==> src/rtl/operand_fetch_system.sv <==
// Operand-fetch stage: 16x16 register file with write-to-read bypass, immediate
// extension, and the pipeline register that feeds the ALU stage.
module operand_fetch_system #(
  parameter int REG_COUNT  = 16,
  parameter int ADDR_WIDTH = 4
) (
  input  logic                  clk,
  input  logic                  reset_n,
  input  logic [ADDR_WIDTH-1:0] rs_addr,
  input  logic [ADDR_WIDTH-1:0] rt_addr,
  input  logic [7:0]            imm_in,
  input  logic                  imm_signed,
  input  logic                  alusrc_in,
  input  logic [2:0]            aluop_in,
  input  logic                  valid_in,
  input  logic                  stall,
  input  logic                  flush,
  input  logic                  RegWrite,
  input  logic [ADDR_WIDTH-1:0] WriteReg,
  input  logic [15:0]           WriteData,
  output logic [15:0]           A,
  output logic [15:0]           B,
  output logic [15:0]           Imm,
  output logic                  ALUsrc,
  output logic [2:0]            ALUop,
  output logic                  valid_out
);

  // Pipeline handshake: valid_out marks a real instruction in the register;
  // flush loads a bubble (wins over stall), stall holds everything, otherwise
  // the register loads each edge. valid_in=0 still loads the data fields.

  logic [15:0] rf_q [REG_COUNT];

  logic        wr_en;
  logic [15:0] rd_a, rd_b, imm_ext;

  logic [15:0] a_q, a_d;
  logic [15:0] b_q, b_d;
  logic [15:0] imm_q, imm_d;
  logic        alusrc_q, alusrc_d;
  logic [2:0]  aluop_q, aluop_d;
  logic        valid_q, valid_d;

  assign wr_en = RegWrite && (WriteReg != '0);

  always_ff @(posedge clk or negedge reset_n) begin
    if (!reset_n) begin
      for (int i = 0; i < REG_COUNT; i++) rf_q[i] <= '0;
    end else if (wr_en) begin
      rf_q[WriteReg] <= WriteData;
    end
  end

  // Bypass takes the in-flight writeback; r0 is forced to zero on both paths.
  always_comb begin
    rd_a = '0;
    rd_b = '0;
    if (rs_addr != '0) rd_a = (wr_en && WriteReg == rs_addr) ? WriteData : rf_q[rs_addr];
    if (rt_addr != '0) rd_b = (wr_en && WriteReg == rt_addr) ? WriteData : rf_q[rt_addr];
  end

  assign imm_ext = imm_signed ? {{8{imm_in[7]}}, imm_in} : {8'h00, imm_in};

  always_comb begin
    a_d      = a_q;
    b_d      = b_q;
    imm_d    = imm_q;
    alusrc_d = alusrc_q;
    aluop_d  = aluop_q;
    valid_d  = valid_q;
    if (flush) begin
      a_d      = '0;
      b_d      = '0;
      imm_d    = '0;
      alusrc_d = 1'b0;
      aluop_d  = '0;
      valid_d  = 1'b0;
    end else if (!stall) begin
      a_d      = rd_a;
      b_d      = rd_b;
      imm_d    = imm_ext;
      alusrc_d = alusrc_in;
      aluop_d  = aluop_in;
      valid_d  = valid_in;
    end
  end

  always_ff @(posedge clk or negedge reset_n) begin
    if (!reset_n) begin
      a_q      <= '0;
      b_q      <= '0;
      imm_q    <= '0;
      alusrc_q <= 1'b0;
      aluop_q  <= '0;
      valid_q  <= 1'b0;
    end else begin
      a_q      <= a_d;
      b_q      <= b_d;
      imm_q    <= imm_d;
      alusrc_q <= alusrc_d;
      aluop_q  <= aluop_d;
      valid_q  <= valid_d;
    end
  end

  assign A         = a_q;
  assign B         = b_q;
  assign Imm       = imm_q;
  assign ALUsrc    = alusrc_q;
  assign ALUop     = aluop_q;
  assign valid_out = valid_q;

endmodule

==> config.mk <==
export PLATFORM = sky130hd
export DESIGN_NAME = operand_fetch_system
export DESIGN_NICKNAME = d
export VERILOG_FILES = /design/src/rtl/operand_fetch_system.sv
export SDC_FILE = /design/constraint.sdc
export NUM_CORES = 1
export LEC_CHECK = 0
export ABC_AREA = 1
export BUFFER_PORTS_ARGS = -buffer_cell sky130_fd_sc_hd__buf_2
export CAP_MARGIN = 20
export CORE_MARGIN = 2
export CORE_UTILIZATION = 40
export CTS_CLUSTER_DIAMETER = 50
export DETAILED_ROUTE_END_ITERATION = 10
export PLACE_DENSITY = 0.57
export SLEW_MARGIN = 20
export SYNTH_ARGS = -nofsm -noshare
export SYNTH_HDL_FRONTEND = slang
export SYNTH_SLANG_ARGS = --single-unit
==> constraint.sdc <==
create_clock -name clk -period 2.5 [get_ports clk]
set_clock_uncertainty 0.15 [all_clocks]
set_input_delay 0.25 -clock clk [delete_from_list [all_inputs] [get_ports clk]]
set_output_delay 0.25 -clock clk [all_outputs]
set_load 0.02 [all_outputs]
==> reports/metrics.csv <==
stage;metric;value;unit
power;switching_share;31.83;%
clock_network;clock_latency;560;ps
flow_run;max_cap_violations;0;
floorplanning;core-area;0.04176;mm2
status;status;finished clean;
placed_design;hpwl;35980;um
min_path;hold_class;in2reg;
sta;finalSetupViolCount;0;
synth;syn_area;0.01687;mm2
clock_network;post_cts_buffers;0;
floorplanning;io-pin-count;100;
clock_network;cts_sinks;302;
synth;synth_nets;2505;
power;combPwrFrac;19.9;%
layout;fillCellCount;4173;
setup_path;cp_max_fo;12;
power;p_int;10180;uW
route;vias;16310;
floorplanning;initial_core_util;40.39;%
layout;area_growth;14.89;%
grt;grt_pass1_vias;15320;
sta;post-route-min-period;1914;ps
placed_design;gp_congestion;0.8672;
power;pwr-share-seq;42.3;%
sta;fmax;522.4;MHz
power;p_total;14930;uW
grt;grt_first_pass_wirelength;90840;um
clock_network;clockBufferDepth;3;
power;power_frac_clock;37.8;%
sta;rsz0062_at_grt;false;
setup_path;rr_startpoint;rf_q[27];
sta;relSlewSlack;49.34;%
route;firstDrtPassIters;5;
power;peakVddDrop;0.0004399;V
sta;holdWs;27.31;ps
sta;slew_violations;0;
clock_network;holdBufCountCts;22;
route;drt_iter0_drc;1955;
setup_path;cp.arrival;2260;ps
power;powerDensity;770.3;mW/mm2
layout;drive_gt1_share;9.813;%
clock_network;cts_tree;yes;
setup_path;end_kind;flip-flop;
power;leakagePower;0.01012;uW
sta;fin_crit_sh;76.57;%
power;switchingPower;4752;uW
sta;tightest_slew;759.9;ps
route;wl_per_cell;19.12;um
route;wl;58440;um
clock_network;path_clk_slew;60;ps
setup_path;crit_type;in2reg;
min_path;worstHoldStart;WriteData[1];
route;drc;0;
sta;hold_violations;0;
clock_network;htree_levels;2;
floorplanning;row_count;75;
placed_design;placedCellCount;2963;
grt;grt_overflow;0;
layout;final_cells;3056;
sta;finalSetupTns;0;ps
grt;grt_max_degree;134;
synth;synth.avg_cell_area;6.862;um2
synth;ys_warn_count;0;
synth;ys_seq_area_share;44.80;%
grt;antenna_found_initial;0;
setup_path;crit_path_start;flush;
floorplanning;die_area;0.04383;mm2
floorplanning;chipWidth;209.4;um
route;ant_nets;0;
setup_path;cp_data_required_time;2850;ps
synth;ys_ff_latch;302;
clock_network;cts_root_buffer;clkbuf_16;
floorplanning;fp.dieH;209.4;um
synth;ys_types;26;
synth;syn-instance-count;2458;
layout;antennaDiodeCount;0;
setup_path;crit_path_start_kind;input pin;
route;viasPerCell;5.336;
grt;grt.total_usage;26.82;%
clock_network;cts_resized;0;
placed_design;portBuffers;99;
layout;layout.nets;2534;
clock_network;cts-buffers-inserted;39;
area by class of cell:
type | instances | area [um2] | share of cell area (%)
clock inverter | 15 | 121.4 | 0.6263
timing repair buffer | 186 | 1406 | 7.257
tap | 539 | 674.4 | 3.480
multi-input combinational | 1701 | 7483 | 38.61
sequential | 302 | 7557 | 39.00
inverter | 257 | 964.7 | 4.978
clock buffer | 56 | 1172 | 6.049
power groups by stage:
| stage | registers (uW) | clock network, uW | logic [uW] |
|---|---|---|---|
| after floorplan | 6290 | 0 | 2030 |
| after global placement | 6350 | 0 | 2880 |
| after detailed placement | 6370 | 0 | 2930 |
| after CTS | 6300 | 5740 | 2970 |
| after global routing | 6420 | 5900 | 3450 |
| final | 6310 | 5640 | 2970 |
kinds of logic after synthesis:
family / count (synthesis) / share of synthesized area, %
buffers and inverters: 455 / 10.87
XOR/XNOR: 3 / 0.1558
AO/OA/AOI/OAI: 368 / 11.80
flip-flops: 302 / 44.80
AND/OR/NAND/NOR: 1330 / 32.36
placed cells by master (no fill, tap or decap), types with 3 or more instances in the layout:
cell,count
o21ai_0,249
dfrtp_1,302
buf_4,53
clkinvlp_4,4
nor2_4,3
dlygate4sd3_1,22
a22o_1,13
inv_1,248
clkbuf_8,9
buf_12,14
clkinv_2,7
nor2_1,119
a21oi_1,48
nor3_2,3
clkbuf_1,6
o211ai_1,32
o21ai_1,23
buf_2,94
inv_2,8
clkbuf_16,41
nand3_1,340
nand2_1,862
critical path, stage by stage:
cell and delay (ps):
dlygate4sd3_1 530, buf_2 140, nor2_1 520, nand2_1 330, buf_12 240, a21oi_1 120
nand2_1 70, nand2_1 50
per-layer routing:
metal / up-vias / routed length, um / track usage, %
li1: 7817 / - / -
met1: 7706 / 26490 / 38.68
met2: 681 / 25120 / 40.24
met3: 104 / 5062 / 4.878
met4: 0 / 1761 / 9.877
met5: - / 0 / 0
Yosys cell counts:
cell type	number	share of area (%)
nand2_1	862	19
nand3_1	340	10
dfrtp_1	302	45
inv_1	249	5.5
o21ai_0	249	7.4
nor2_1	120	2.7
clkbuf_1	117	2.6
buf_2	50	1.5
a21oi_1	48	1.4
o211ai_1	32	1.4
o21ai_1	23	0.68
buf_4	17	0.76
buf_1	14	0.31
a22o_1	13	0.68
inv_2	7	0.16
nor3_2	3	0.18
nor2_4	2	0.13
xnor2_1	2	0.10
a21oi_2	1	0.052
a32o_1	1	0.059
a41oi_2	1	0.096
clkinv_1	1	0.022
nand2_2	1	0.037
nand4_1	1	0.037
nor2_2	1	0.037
xor2_1	1	0.052
state kept, by name (all words and copies together) (netlist names):
signal,flops
rf_q,256
A,16
B,16
Imm,9
ALUop,3
ALUsrc,1
valid_out,1
worst paths after layout:
check / cells past startpoint / to / slack [ps]
min in group asynchronous: 2 / A[0] / 140
hold reg to reg: 0 / rf_q[253] / 230
setup / recovery: 8 / A[8] / 590
max in group asynchronous: 3 / rf_q[198] / 1270
setup reg to reg: 8 / B[11] / 1000
hold / removal: 3 / rf_q[145] / 30
through the flow:
| stage | setup slack (ps) | cell area (um2) | util [%] |
|---|---|---|---|
| final | 585.8 | 19380 | 46.41 |
| after global routing | 463.0 | 19380 | 46.41 |
| after CTS | 621.7 | 19380 | 46.41 |
| after detailed placement | 508.0 | 17870 | 42.78 |
| after global placement | 566.4 | 17870 | 42.78 |
| after floorplan | 978.0 | 16870 | - |
No activity file was read; power rests on OpenSTA's default activity.
